### config.mk
export PLATFORM = sky130hd
export DESIGN_NAME = core_mem_bridge
export DESIGN_NICKNAME = d
export VERILOG_FILES = /design/src/rtl/core_mem_bridge_pkg.sv /design/src/rtl/mem_bridge_perf.sv /design/src/rtl/core_mem_bridge.sv
export SDC_FILE = /design/constraint.sdc
export NUM_CORES = 1
export LEC_CHECK = 0
export CORE_ASPECT_RATIO = 1.25
export CORE_MARGIN = 10
export CORE_UTILIZATION = 34
export DETAILED_ROUTE_END_ITERATION = 12
export PLACE_DENSITY_LB_ADDON = 0.05
export SLEW_MARGIN = 10
export SYNTH_ARGS = -nofsm -noshare
export SYNTH_HDL_FRONTEND = slang
export SYNTH_SLANG_ARGS = --single-unit
export TNS_END_PERCENT = 20
### constraint.sdc
create_clock -name clk -period 2.64 [get_ports clk]
set_input_delay 0.264 -clock clk [delete_from_list [all_inputs] [get_ports clk]]
set_output_delay 0.264 -clock clk [all_outputs]
set_load 0.05 [all_outputs]
### src/rtl/core_mem_bridge_pkg.sv
// -----------------------------------------------------------------------------
// core_mem_bridge_pkg
//   Shared types and constants for the core-to-memory bridge: the FSM state
//   encoding and the width of the packed {wstrb, addr, wdata} request bus.
//   Imported by core_mem_bridge.
// -----------------------------------------------------------------------------
package core_mem_bridge_pkg;

  localparam int MEM_BRIDGE_STATE_WD = 3;

  typedef enum logic [MEM_BRIDGE_STATE_WD-1:0] {
    ST_IDLE   = 3'd0,
    ST_D_REQ  = 3'd1,
    ST_D_WAIT = 3'd2,
    ST_I_REQ  = 3'd3,
    ST_I_WAIT = 3'd4,
    ST_DONE   = 3'd5
  } bridge_state_e;

  // Width of the packed {wstrb, addr, wdata} request bus for a given
  // address and data width (one strobe bit per data byte).
  function automatic int mem_req_width(input int addr_w, input int data_w);
    return (data_w / 8) + addr_w + data_w;
  endfunction

  localparam int MEM_REQ_WD = mem_req_width(32, 32);

endpackage

### src/rtl/mem_bridge_perf.sv
// -----------------------------------------------------------------------------
// mem_bridge_perf
//   Performance counter bank for core_mem_bridge. Only instantiated when
//   CORE_MEM_BRIDGE_PERF_EN is defined. All counters wrap at 2^CNT_WIDTH.
//
// Ports:
//   clk, rst          core clock, synchronous active-high reset
//   i_stall           stallreq_for_mem of the bridge
//   i_inst_gnt        instruction request accepted this cycle
//   i_data_gnt        data request accepted this cycle
//   o_stall_cycles    cycles with the stall request high
//   o_inst_reqs       granted instruction requests
//   o_data_reqs       granted data requests
// -----------------------------------------------------------------------------
module mem_bridge_perf #(
  parameter int CNT_WIDTH = 32
) (
  input  logic                 clk,
  input  logic                 rst,
  input  logic                 i_stall,
  input  logic                 i_inst_gnt,
  input  logic                 i_data_gnt,
  output logic [CNT_WIDTH-1:0] o_stall_cycles,
  output logic [CNT_WIDTH-1:0] o_inst_reqs,
  output logic [CNT_WIDTH-1:0] o_data_reqs
);

  logic [CNT_WIDTH-1:0] r_stall_cycles;
  logic [CNT_WIDTH-1:0] r_inst_reqs;
  logic [CNT_WIDTH-1:0] r_data_reqs;

  always_ff @(posedge clk) begin
    if (rst) begin
      r_stall_cycles <= '0;
      r_inst_reqs    <= '0;
      r_data_reqs    <= '0;
    end else begin
      if (i_stall)    r_stall_cycles <= r_stall_cycles + CNT_WIDTH'(1);
      if (i_inst_gnt) r_inst_reqs    <= r_inst_reqs + CNT_WIDTH'(1);
      if (i_data_gnt) r_data_reqs    <= r_data_reqs + CNT_WIDTH'(1);
    end
  end

  assign o_stall_cycles = r_stall_cycles;
  assign o_inst_reqs    = r_inst_reqs;
  assign o_data_reqs    = r_data_reqs;

endmodule

### src/rtl/core_mem_bridge.sv
// -----------------------------------------------------------------------------
// core_mem_bridge
//   Serialises the core's instruction and data SRAM-style ports onto a single
//   variable-latency req/gnt/rvalid memory bus. Data goes first (it belongs to
//   the older instruction), then instruction. While either access is pending
//   stallreq_for_mem is high; it drops for exactly one cycle (DONE) so the
//   pipeline advances, and the registered rdata is consumed the cycle after.
//
// Optional feature: define CORE_MEM_BRIDGE_PERF_EN to add the perf_* counter
//   outputs (stall cycles, granted instruction and data requests).
//
// Ports:
//   clk, rst                     core clock, synchronous active-high reset
//   inst_sram_en/wen/addr/wdata  fetch request (wen, wdata ignored)
//   inst_sram_rdata              registered fetch data
//   data_sram_en/wen/addr/wdata  load/store request (wen==0 means load)
//   data_sram_rdata              registered load data
//   stallreq_for_mem             stall request to CTRL (combinational)
//   mem_req/wstrb/addr/wdata     bus request, held until mem_gnt
//   mem_gnt                      slave accepted the request this cycle
//   mem_rvalid/mem_rdata         one response per granted request
//   perf_*                       counters (CORE_MEM_BRIDGE_PERF_EN only)
// -----------------------------------------------------------------------------
module core_mem_bridge
  import core_mem_bridge_pkg::*;
#(
  parameter int ADDR_WIDTH     = 32,
  parameter int DATA_WIDTH     = 32,
  parameter int PERF_CNT_WIDTH = 32
) (
  input  logic                    clk,
  input  logic                    rst,
  input  logic                    inst_sram_en,
  input  logic [DATA_WIDTH/8-1:0] inst_sram_wen,
  input  logic [ADDR_WIDTH-1:0]   inst_sram_addr,
  input  logic [DATA_WIDTH-1:0]   inst_sram_wdata,
  output logic [DATA_WIDTH-1:0]   inst_sram_rdata,
  input  logic                    data_sram_en,
  input  logic [DATA_WIDTH/8-1:0] data_sram_wen,
  input  logic [ADDR_WIDTH-1:0]   data_sram_addr,
  input  logic [DATA_WIDTH-1:0]   data_sram_wdata,
  output logic [DATA_WIDTH-1:0]   data_sram_rdata,
  output logic                    stallreq_for_mem,
  output logic                    mem_req,
  output logic [DATA_WIDTH/8-1:0] mem_wstrb,
  output logic [ADDR_WIDTH-1:0]   mem_addr,
  output logic [DATA_WIDTH-1:0]   mem_wdata,
  input  logic                    mem_gnt,
  input  logic                    mem_rvalid,
  input  logic [DATA_WIDTH-1:0]   mem_rdata
`ifdef CORE_MEM_BRIDGE_PERF_EN
  ,
  output logic [PERF_CNT_WIDTH-1:0] perf_stall_cycles,
  output logic [PERF_CNT_WIDTH-1:0] perf_inst_reqs,
  output logic [PERF_CNT_WIDTH-1:0] perf_data_reqs
`endif
);

  localparam int REQ_WD = mem_req_width(ADDR_WIDTH, DATA_WIDTH);

  bridge_state_e         r_state;
  bridge_state_e         w_next_state;
  logic [REQ_WD-1:0]     w_req_bus;
  logic                  w_d_capture;
  logic                  w_i_capture;
  logic [DATA_WIDTH-1:0] r_inst_rdata;
  logic [DATA_WIDTH-1:0] r_data_rdata;
  logic                  r_d_done;
  logic                  r_i_done;

  // Fetches are always reads, so the instruction-side write inputs are dead.
  logic w_unused_inst_wr;
  assign w_unused_inst_wr = ^{inst_sram_wen, inst_sram_wdata};

  // ---------------------------------------------------------------------------
  // Next state and bus drive. Core inputs are forwarded live: the core holds
  // them stable while stalled, so nothing is latched here.
  // ---------------------------------------------------------------------------
  always_comb begin
    // NOTE: every output of this block gets a default first, so no path
    // through the case statement can leave a value unassigned (no latches).
    w_next_state = r_state;
    mem_req      = 1'b0;
    w_req_bus    = '0;
    w_d_capture  = 1'b0;
    w_i_capture  = 1'b0;

    unique case (r_state)
      ST_IDLE: begin
        if (data_sram_en)      w_next_state = ST_D_REQ;
        else if (inst_sram_en) w_next_state = ST_I_REQ;
      end
      ST_D_REQ: begin
        mem_req   = 1'b1;
        w_req_bus = {data_sram_wen, data_sram_addr, data_sram_wdata};
        if (mem_gnt) w_next_state = ST_D_WAIT;
      end
      ST_D_WAIT: begin
        if (mem_rvalid) begin
          w_d_capture  = 1'b1;
          w_next_state = inst_sram_en ? ST_I_REQ : ST_DONE;
        end
      end
      ST_I_REQ: begin
        mem_req   = 1'b1;
        w_req_bus = {{(DATA_WIDTH/8){1'b0}}, inst_sram_addr, {DATA_WIDTH{1'b0}}};
        if (mem_gnt) w_next_state = ST_I_WAIT;
      end
      ST_I_WAIT: begin
        if (mem_rvalid) begin
          w_i_capture  = 1'b1;
          w_next_state = ST_DONE;
        end
      end
      ST_DONE: w_next_state = ST_IDLE;
      default: w_next_state = ST_IDLE;
    endcase
  end

  assign {mem_wstrb, mem_addr, mem_wdata} = w_req_bus;

  // High from the first cycle a request appears, low only in DONE so the
  // pipeline advances at exactly that edge.
  assign stallreq_for_mem = (r_state != ST_DONE) && (inst_sram_en || data_sram_en);

  // ---------------------------------------------------------------------------
  // State and response registers
  // ---------------------------------------------------------------------------
  always_ff @(posedge clk) begin
    // NOTE: sequential state uses non-blocking assignments so every register
    // samples pre-edge values regardless of statement order.
    if (rst) begin
      r_state      <= ST_IDLE;
      r_inst_rdata <= '0;
      r_data_rdata <= '0;
      r_d_done     <= 1'b0;
      r_i_done     <= 1'b0;
    end else begin
      r_state <= w_next_state;
      // A store's rvalid is only a write ack; keep the last load data.
      if (w_d_capture && (data_sram_wen == '0)) r_data_rdata <= mem_rdata;
      if (w_i_capture)                          r_inst_rdata <= mem_rdata;
      if (r_state == ST_DONE) begin
        r_d_done <= 1'b0;
        r_i_done <= 1'b0;
      end else begin
        if (w_d_capture) r_d_done <= 1'b1;
        if (w_i_capture) r_i_done <= 1'b1;
      end
    end
  end

  assign inst_sram_rdata = r_inst_rdata;
  assign data_sram_rdata = r_data_rdata;

  // DONE is only reachable through a response capture.
  a_done_after_capture: assert property (
    @(posedge clk) disable iff (rst)
    (r_state == ST_DONE) |-> (r_d_done || r_i_done)
  );

`ifdef CORE_MEM_BRIDGE_PERF_EN
  mem_bridge_perf #(
    .CNT_WIDTH (PERF_CNT_WIDTH)
  ) u_perf (
    .clk            (clk),
    .rst            (rst),
    .i_stall        (stallreq_for_mem),
    .i_inst_gnt     (mem_gnt && (r_state == ST_I_REQ)),
    .i_data_gnt     (mem_gnt && (r_state == ST_D_REQ)),
    .o_stall_cycles (perf_stall_cycles),
    .o_inst_reqs    (perf_inst_reqs),
    .o_data_reqs    (perf_data_reqs)
  );
`else
  logic [31:0] w_unused_perf_width;
  assign w_unused_perf_width = 32'(PERF_CNT_WIDTH);
`endif

endmodule

==> impl_metrics.env <==
export IMPL_die_h_um=133
export IMPL_worstHoldStart="inst_sram_rdata[5]"
export IMPL_p_int_uw=2350
export IMPL_stdcell_count=809
export IMPL_synth_largest_area_cell="dfxtp_1"
export IMPL_routedWlPerCell_um=19.0
export IMPL_antenna_cells=0
export IMPL_p_per_area_nw_per_um2=509
export IMPL_dp_cells=793
export IMPL_drt_initial_drc_count=106
export IMPL_die_x_um=110
export IMPL_power_frac_comb_pct=35.8
export IMPL_p_switching_uw=1140
export IMPL_finalSetupViolCount=0
export IMPL_required_ns=2.38
export IMPL_synth_seq_cells=67
export IMPL_grt_overflow_total=0
export IMPL_fp_row_count=41
export IMPL_cts_root_buf="clkbuf_16"
export IMPL_clkPwrFrac_pct=34.1
export IMPL_synth_fp_nets=595
export IMPL_synth_edf_count=0
export IMPL_design_core_area_sq_um=10100
export IMPL_clkTransAtPathRegs_ns=0.05
export IMPL_fin_worst_skew_ns=0.00853
export IMPL_port_buffers=271
export IMPL_clk_path_buf_depth=2
export IMPL_rsz0062_at_grt="no"
export IMPL_ioPinCount=308
export IMPL_antenna_left=0
export IMPL_cts_hold_buf=0
export IMPL_cts_setup_buffers=0
export IMPL_max_stage_delay_ns=0.86
export IMPL_peakVddDrop_uv=331
export IMPL_worstPathArrival_ns=2.18
export IMPL_first_global_vias=4021
export IMPL_critPathLaunch="r_state[1]"
export IMPL_drtPass1Iterations=4
export IMPL_async_flop_share_pct=0
export IMPL_worst_pin_slew_ns=0.996
export IMPL_synth_top_cells_by_count="dfxtp_1 (67), nand2b_1 (67), nand2_1 (65)"
export IMPL_fin_tns_setup_ns=0
export IMPL_route_detailed_drc=0
export IMPL_maxClockFrequency_ghz=0.409
export IMPL_yosys_top_cells_area="dfxtp_1 (39%), mux2i_1 (18%), nand2b_1 (12%)"
export IMPL_critPathTopFamily="buffers and inverters"
export IMPL_crit_chain="inv_1 > a31oi_1 > clkdlybuf4s50_1"
export IMPL_hpwlAfterDp_mm=12.7
export IMPL_r2r_slack_ns=0.35
export IMPL_grt_pass1_wl_mm=22.9
export IMPL_place_congestion=0.865
export IMPL_crit_fanout=16
export IMPL_cts_repair_resized=0
export IMPL_maxCapViolations=0
export IMPL_r2r_cells=4
export IMPL_initial_core_util_pct=34.5
export IMPL_status="completed"
export IMPL_hold_path_class="reg2reg"
export IMPL_grt_usage_pct=20.2
export IMPL_period_share_pct=92.7
export IMPL_ys_types=25
export IMPL_seq_power_share_pct=30.0
export IMPL_ys_flop_type="dfxtp_1"
export IMPL_routed_via_density=4.66
export IMPL_nets=849
export IMPL_grt_max_degree=61
export IMPL_crit_buf_inv=2
export IMPL_area_delta_synth_final_pct=97.5
export IMPL_p_leak_uw=0.00251
export IMPL_cpMaxStageDelayCell="clkdlybuf4s50_1"
export IMPL_netlist_area_leader_share_pct=38.6
export IMPL_endpoint="stallreq_for_mem"
export IMPL_timing_rr_end="r_state[0]"
export IMPL_cts_tree="built"
export IMPL_min_path_cells=2
export IMPL_synthCells=421
export IMPL_seq_area_frac_synth_pct=38.6
export IMPL_end_kind="output pin"
export IMPL_period_minus_slack_ns=2.45
export IMPL_slew_viol_final=0
export IMPL_worst_path_stages=3
export IMPL_setup_worst_path_class="reg2out"
export IMPL_dr_total_vias=3769
export IMPL_ys_warn_count=0
export IMPL_syn_cell_area_sq_um=3470
export IMPL_drt_wl_total_mm=15.4
export IMPL_rr_startpoint="r_state[1]"
export IMPL_clkLatencyLatePin_ns=0.33
export IMPL_cp_start_kind="flop"
export IMPL_max_slew_margin_pct=33.6
export IMPL_cts_sinks=67
export IMPL_antenna_found_initial=0
export IMPL_layout_drive_gt1_share_pct=14.0
export IMPL_cts_htree_levels=3
export IMPL_die_area_sq_um=14700
export IMPL_hold_violations=0
export IMPL_cts_buffers_inserted=9
export IMPL_avgSynthCellArea_sq_um=8.24
export IMPL_p_sw_share_pct=32.6
-- power groups by stage --
stage | Combinational [uW] | Clock (uW) | Sequential, uW
finish | 1250 | 1190 | 1050
global route | 1310 | 1260 | 1050
CTS | 1260 | 1210 | 1050
detailed placement | 1260 | 0 | 1070
global placement | 1250 | 0 | 1070
floorplan | 641 | 0 | 1070
-- flip-flops by register name, summed over array words and instances (netlist names) --
name / flops
inst_sram_rdata: 32
data_sram_rdata: 32
r_state: 3
-- worst min path at each step --
stage / end
6_report: inst_sram_rdata[5]
5_1_grt: inst_sram_rdata[5]
4_1_cts: inst_sram_rdata[5]
3_5_place_dp: inst_sram_rdata[5]
3_3_place_gp: inst_sram_rdata[20]
2_1_floorplan: inst_sram_rdata[10]
-- kinds of logic (layout without fill, tap and decap cells) --
family	Yosys count	after routing	synth area share, %
simple gates	209	209	31.2
compound gates	42	42	6.52
xor+xnor	1	1	0.252
flops	67	67	38.6
mux	64	64	18.5
buf+inv	38	297	4.90
-- metrics by stage --
stage	power (uW)	area [sq um]	util (%)	hold WS [ns]	setup WS (ns)
global route	3620	6850	68.2	0.471	0.104
floorplan	1710	3470	-	0.400	0.632
CTS	3520	6850	68.2	0.454	0.183
finish	3490	6850	68.2	0.452	0.194
detailed placement	2330	6560	65.2	0.446	0.321
global placement	2320	6560	65.2	0.441	0.354
-- cell type report --
type / instances / area [sq um]
fillers: 817 / 3200
well taps: 129 / 161
clock inverters: 4 / 50.0
repair buffers: 278 / 3060
multi-input cells: 316 / 1980
inverters: 3 / 11.3
clock buffers: 12 / 246
flip-flops and latches: 67 / 1340
-- worst min-delay path, cell delays in order (launching register included) --
cell	delay [ns]
dfxtp_1	0.30
nand2_1	0.05
a21oi_1	0.05
-- cell usage in the layout, fill, tap and decap left out, types with 2 or more instances in the layout --
master           Yosys  routed
a21oi_1             34      34
nand2b_1            67      67
clkbuf_16            0       9
mux2i_1             64      64
inv_1                3       3
buf_12               0      38
dfxtp_1             67      66
clkinvlp_4           0       2
clkbuf_1            25       2
buf_4                0      38
clkdlybuf4s50_1      0     201
nor2_1              35      35
o21a_1               2       2
o21ai_0              2       2
nand2_1             65      65
and2_1              36      36
-- metal layers --
layer  GRT usage [%]  wire (um)
met1            20.4       5540
met2            37.2       8300
met3            7.14       1300
met4            5.72        244
met5               0          0
Note: power is estimated with default switching activity, not from simulation.
